### src/rtl/rat_intr_ctrl_if.sv
// rtl/rat_intr_ctrl_if.sv - MCU I/O port bus between RAT_MCU and the interrupt controller
interface rat_intr_ctrl_if;
  logic [7:0] PORT_ID;
  logic [7:0] OUT_PORT;
  logic       IO_STRB;
  logic [7:0] DOUT;

  modport master (output PORT_ID, output OUT_PORT, output IO_STRB, input DOUT);
  modport slave  (input PORT_ID, input OUT_PORT, input IO_STRB, output DOUT);
endinterface

### src/rtl/rat_intr_ctrl.sv
// rtl/rat_intr_ctrl.sv - eight-source edge-latched interrupt controller for the RAT MCU
module rat_intr_ctrl #(
  parameter logic [7:0] BASE_ID = 8'h30,
  parameter int         N_SRC   = 8
) (
  input  logic                  CLK,
  input  logic                  RST,
  input  logic [7:0]            IRQ,
  rat_intr_ctrl_if.slave        io,
  output logic                  INTR
);

  localparam logic [7:0] SRC_MASK = 8'((9'd1 << N_SRC) - 9'd1);

  typedef enum logic [1:0] {ST_IDLE, ST_ASSERT, ST_SERVICE} state_t;

  state_t     state_q, state_d;
  logic [7:0] s1_q, s2_q, prev_q;
  logic [7:0] mask_q, mask_d;
  logic [7:0] pending_q, pending_d;
  logic [2:0] active_id_q, active_id_d;
  logic       intr_q, intr_d;

  logic       match, wr_en, wr_mask, wr_ack, wr_eoi;
  logic [7:0] rise, eligible, ack_clr;
  logic [2:0] win_id;

  always_comb begin
    match   = (io.PORT_ID[7:2] == BASE_ID[7:2]);
    wr_en   = io.IO_STRB & match;
    wr_mask = wr_en & (io.PORT_ID[1:0] == 2'd0);
    wr_ack  = wr_en & (io.PORT_ID[1:0] == 2'd2);
    wr_eoi  = wr_en & (io.PORT_ID[1:0] == 2'd3);
  end

  assign rise     = s2_q & ~prev_q;
  assign eligible = pending_q & mask_q;

  // Descending scan so the lowest eligible index is the last assignment.
  always_comb begin
    win_id = 3'd0;
    for (int i = 7; i >= 0; i--) begin
      if (eligible[i]) win_id = 3'(i);
    end
  end

  always_ff @(posedge CLK) begin
    if (RST) begin
      state_q     <= ST_IDLE;
      s1_q        <= 8'h00;
      s2_q        <= 8'h00;
      prev_q      <= 8'h00;
      mask_q      <= 8'h00;
      pending_q   <= 8'h00;
      active_id_q <= 3'd0;
      intr_q      <= 1'b0;
    end else begin
      state_q     <= state_d;
      s1_q        <= IRQ & SRC_MASK;
      s2_q        <= s1_q;
      prev_q      <= s2_q;
      mask_q      <= mask_d;
      pending_q   <= pending_d;
      active_id_q <= active_id_d;
      intr_q      <= intr_d;
    end
  end

  always_comb begin
    state_d = state_q;
    case (state_q)
      ST_IDLE:    if (|eligible) state_d = ST_ASSERT;
      ST_ASSERT:  if (wr_ack)    state_d = ST_SERVICE;
      ST_SERVICE: if (wr_eoi)    state_d = ST_IDLE;
      default:                   state_d = ST_IDLE;
    endcase
  end

  // A new edge on the bit being acknowledged wins over the clear.
  always_comb begin
    ack_clr     = 8'h00;
    active_id_d = active_id_q;
    if (state_q == ST_ASSERT && wr_ack) ack_clr = 8'h01 << active_id_q;
    if (state_q == ST_IDLE && |eligible) active_id_d = win_id;
    pending_d = ((pending_q & ~ack_clr) | rise) & SRC_MASK;
    mask_d    = wr_mask ? (io.OUT_PORT & SRC_MASK) : mask_q;
    intr_d    = (state_d == ST_ASSERT);
  end

  always_comb begin
    io.DOUT = 8'h00;
    if (match) begin
      case (io.PORT_ID[1:0])
        2'd0:    io.DOUT = mask_q;
        2'd1:    io.DOUT = pending_q;
        2'd2:    io.DOUT = {(state_q != ST_IDLE), 4'b0000, active_id_q};
        default: io.DOUT = 8'h00;
      endcase
    end
  end

  assign INTR = intr_q;

endmodule

### src/flat_wrapper.sv
// flat-port wrapper written by rule: the top's interface ports become plain ports
module rat_intr_ctrl_flat 
#(
  parameter logic [7:0] BASE_ID = 8'h30,
  parameter int         N_SRC   = 8
)
  (CLK, RST, IRQ, INTR, io_PORT_ID, io_OUT_PORT, io_IO_STRB, io_DOUT);
  rat_intr_ctrl_if io_i ();
  input  logic CLK;
  input  logic RST;
  input  logic [7:0] IRQ;
  output logic INTR;
  input wire logic [$bits(io_i.PORT_ID)-1:0] io_PORT_ID;
  input wire logic [$bits(io_i.OUT_PORT)-1:0] io_OUT_PORT;
  input wire logic [$bits(io_i.IO_STRB)-1:0] io_IO_STRB;
  output wire logic [$bits(io_i.DOUT)-1:0] io_DOUT;
  assign io_i.PORT_ID = io_PORT_ID;
  assign io_i.OUT_PORT = io_OUT_PORT;
  assign io_i.IO_STRB = io_IO_STRB;
  assign io_DOUT = io_i.DOUT;
  rat_intr_ctrl #(.BASE_ID(BASE_ID), .N_SRC(N_SRC)) u_core (.CLK(CLK), .RST(RST), .IRQ(IRQ), .io(io_i), .INTR(INTR));
endmodule
### config.mk
export PLATFORM = sky130hd
export DESIGN_NAME = rat_intr_ctrl_flat
export DESIGN_NICKNAME = d
export VERILOG_FILES = /design/src/rtl/rat_intr_ctrl_if.sv /design/src/rtl/rat_intr_ctrl.sv /design/src/flat_wrapper.sv
export SDC_FILE = /design/constraint.sdc
export NUM_CORES = 1
export LEC_CHECK = 0
export CELL_PAD_IN_SITES_DETAIL_PLACEMENT = 0
export CELL_PAD_IN_SITES_GLOBAL_PLACEMENT = 1
export CORE_ASPECT_RATIO = 1.2
export CORE_MARGIN = 2
export CORE_UTILIZATION = 35
export DETAILED_ROUTE_END_ITERATION = 7
export PLACE_DENSITY = 0.73
export SLEW_MARGIN = 10
export SYNTH_ARGS = -nofsm -noshare
export SYNTH_HDL_FRONTEND = slang
export SYNTH_SLANG_ARGS = --single-unit
### constraint.sdc
create_clock -name CLK -period 1.56 [get_ports CLK]
set_input_delay 0.39 -clock CLK [delete_from_list [all_inputs] [get_ports CLK]]
set_output_delay 0.39 -clock CLK [all_outputs]
set_load 0.03 [all_outputs]
==> impl_metrics.env, run 1 <==
export IMPL_worstSkewPairLatency_ns=0.29
export IMPL_clkTransAtPathRegs_ns=0.08
export IMPL_setup_viol=9
export IMPL_maxSlewViolCount=0
export IMPL_dominantRegCellSynth="dfxtp_1"
export IMPL_timing_final_ws_setup_ns=-0.2029
export IMPL_row_count=29
export IMPL_avgSynthCellArea_um2=9.723
export IMPL_clock_path_buffers=2
export IMPL_worst_pin_slew_ns=0.3524
export IMPL_port_buffers=35
export IMPL_critPathMaxFanout=7
export IMPL_ys_seq_elements=46
export IMPL_ios=36
export IMPL_cts_sinks=46
export IMPL_grt_use_total_pct=15.20
export IMPL_synth_top_cells_by_count="46 x dfxtp_1, 24 x nor2b_1, 18 x nor2_1"
export IMPL_finalInstanceArea_um2=2851
export IMPL_clock_root_buffer="clkbuf_8"
export IMPL_via_per_inst=4.929
export IMPL_dr_pass1_iters=4
export IMPL_syn_nets=219
export IMPL_maxSlewHeadroom_pct=75.90
export IMPL_drive_above_1_share_pct=33.08
export IMPL_dr_total_vias=1587
export IMPL_drv_cap=0
export IMPL_place_congestion=0.8932
export IMPL_clock_skew_final_ns=0.006942
export IMPL_fp_dieArea_um2=5936
export IMPL_num_fill_cells=483
export IMPL_hold_slack_ns=0.4375
export IMPL_yosys_warnings=0
export IMPL_min_period_ns=1.763
export IMPL_place_hpwl_um=3170
export IMPL_grt_pass1_wl_um=7058
export IMPL_area_delta_synth_final_pct=52.75
export IMPL_cts_buffers_inserted=5
export IMPL_arrival_ns=1.37
export IMPL_p_per_area_nw_per_um2=772.1
export IMPL_yosys_area_top_type="dfxtp_1"
export IMPL_final_nets=286
export IMPL_multi_input_area_um2=1086
export IMPL_crit_path_end_kind="output port"
export IMPL_crit_required_ns=1.17
export IMPL_timing_setup_critical_path_class="in2out"
export IMPL_min_path_type="reg2reg"
export IMPL_fin_crit_sh_pct=113.0
export IMPL_grt_overflow=0
export IMPL_cp_start_kind="input port"
export IMPL_netlist_instances=192
export IMPL_cts_tree="done"
export IMPL_yosysMostFrequentCell="dfxtp_1"
export IMPL_wl_per_cell_um=13.34
export IMPL_drtAntennaViolNets=0
export IMPL_antenna_found_initial=0
export IMPL_power_mw=2.202
export IMPL_initial_core_util_pct=35.73
export IMPL_grt_max_degree=37
export IMPL_placeableCoreArea_um2=5225
export IMPL_setup_tns_ns=-1.216
export IMPL_status="finished with violations"
export IMPL_wl_um=4296
export IMPL_yosys_top_cells_area="dfxtp_1 49%, mux2i_1 8.6%, nor2b_1 8.0%, nor2_1 3.6%, a21oi_1 3.2%"
export IMPL_ff_latch_area_um2=924.6
export IMPL_fmax_mhz=567.2
export IMPL_die_w_um=70.67
export IMPL_failed_checks="negative setup slack"
export IMPL_synth_top_cell_area_share_pct=49.33
export IMPL_syn_area_um2=1867
export IMPL_ys_types=35
export IMPL_htreeDepth=2
export IMPL_rsz0062_at_grt="true"
export IMPL_leakagePower_nw=1.149
export IMPL_hold_viol=0
export IMPL_synth_edf_count=0
export IMPL_pre_cts_slack_ns=-0.6130
export IMPL_dpl_cell_area_um2=2546
export IMPL_first_iter_violations=78
export IMPL_async_flop_share_pct=0
export IMPL_vdd_drop_max_uv=481.6
export IMPL_cts_hold_buf=0
export IMPL_diodes=0
export IMPL_seq_area_frac_synth_pct=49.33
export IMPL_die_h_um=84
export IMPL_drcViolationCount=0
export IMPL_grt_pass1_vias=1543
[path summary, 6_finish.rpt]
path | startpoint | to | slack, ns | cells after the start
max reg2reg | u_core.state_q[1] | u_core.pending_q[7] | 0.09 | 4
min reg2reg | u_core.s1_q[3] | u_core.s2_q[3] | 0.44 | 1
min | u_core.s1_q[3] | u_core.s2_q[3] | 0.44 | 1
max | io_PORT_ID[6] | io_DOUT[7] | -0.20 | 7
[layer usage]
layer	wire length, µm	global-route usage [%]	vias to the layer above
met2	2195	26.59	39
li1	-	-	812
met4	91	6.175	0
met3	224	3.502	10
met1	1784	17.71	726
met5	0	0	-
[power by group]
part	switching [mW]	internal, mW	leakage (nW)
Combinational	0.0871	0.143	0.724
Clock	0.384	0.356	0.0472
Sequential	0.0227	1.21	0.377
[critical path: stages]
cell	delay (ns)
buf_6	0.09
and4bb_4	0.33
buf_6	0.12
nand2_8	0.09
buf_12	0.15
nor2_4	0.07
buf_6	0.13
[area by class of cell]
cell class,instances,area share (%)
Sequential cell,46,32.43
Clock inverter,2,0.4388
Multi-Input combinational cell,135,38.09
Clock buffer,6,2.896
Inverter,3,0.3949
Timing Repair Buffer,68,23.04
Tap cell,62,2.720
[cell usage in the layout, fill, tap and decap left out, types with 2 or more instances in the layout]
cell and count:
nor2b_1 24, nor3_4 4, a22oi_1 4, a21oi_2 2
buf_4 25, clkdlybuf4s15_1 2, o41ai_1 2, clkdlybuf4s50_1 18
dfxtp_1 43, o31ai_1 4, o41ai_2 2, nand2b_4 2
mux2i_4 4, dfxtp_2 3, a211oi_1 2, nor2_1 13
buf_12 3, a2111oi_0 2, buf_6 14, nor2_4 4
buf_2 2, clkbuf_8 6, nand2_1 13, dlygate4sd2_1 3
a21oi_1 9, mux2i_1 12, nand2b_1 9, inv_1 2
a32o_1 3
[cell families after synthesis]
family / synth area share (%)
and+or+nand+nor: 25.07
DFF: 49.33
AOI/OAI and AO/OA: 14.14
muxes: 8.579
buffers and inverters: 2.882
[per-stage QoR]
stage / util, % / std cells
after CTS: 53.90 / 322
final: 54.57 / 322
after floorplan: - / 192
after global placement: 48.73 / 307
after global routing: 54.57 / 322
after detailed placement: 48.73 / 307
[state kept, by name, summed over array words and instances, names as in the netlist]
register,flops
u_core.s1_q,8
u_core.s2_q,8
u_core.INTR,1
u_core.mask_q,8
u_core.prev_q,8
u_core.state_q,2
u_core.active_id_q,3
u_core.pending_q,8
[what timing repair did]
item / CTS / global route
buffers inserted: 7 / 0
setup endpoints to repair: 28 / 11
resized for setup: 51 / 8
pin swaps: 9 / 3
endpoints found under the hold margin: 0 / 0
(Power assumes the default switching activity.)
==> run 2: changes to the inputs <==
SLEW_MARGIN = 20   (was 10)
==> results of run 2 <==
The final DEF is identical to that of run 1; final timing and power are the same.
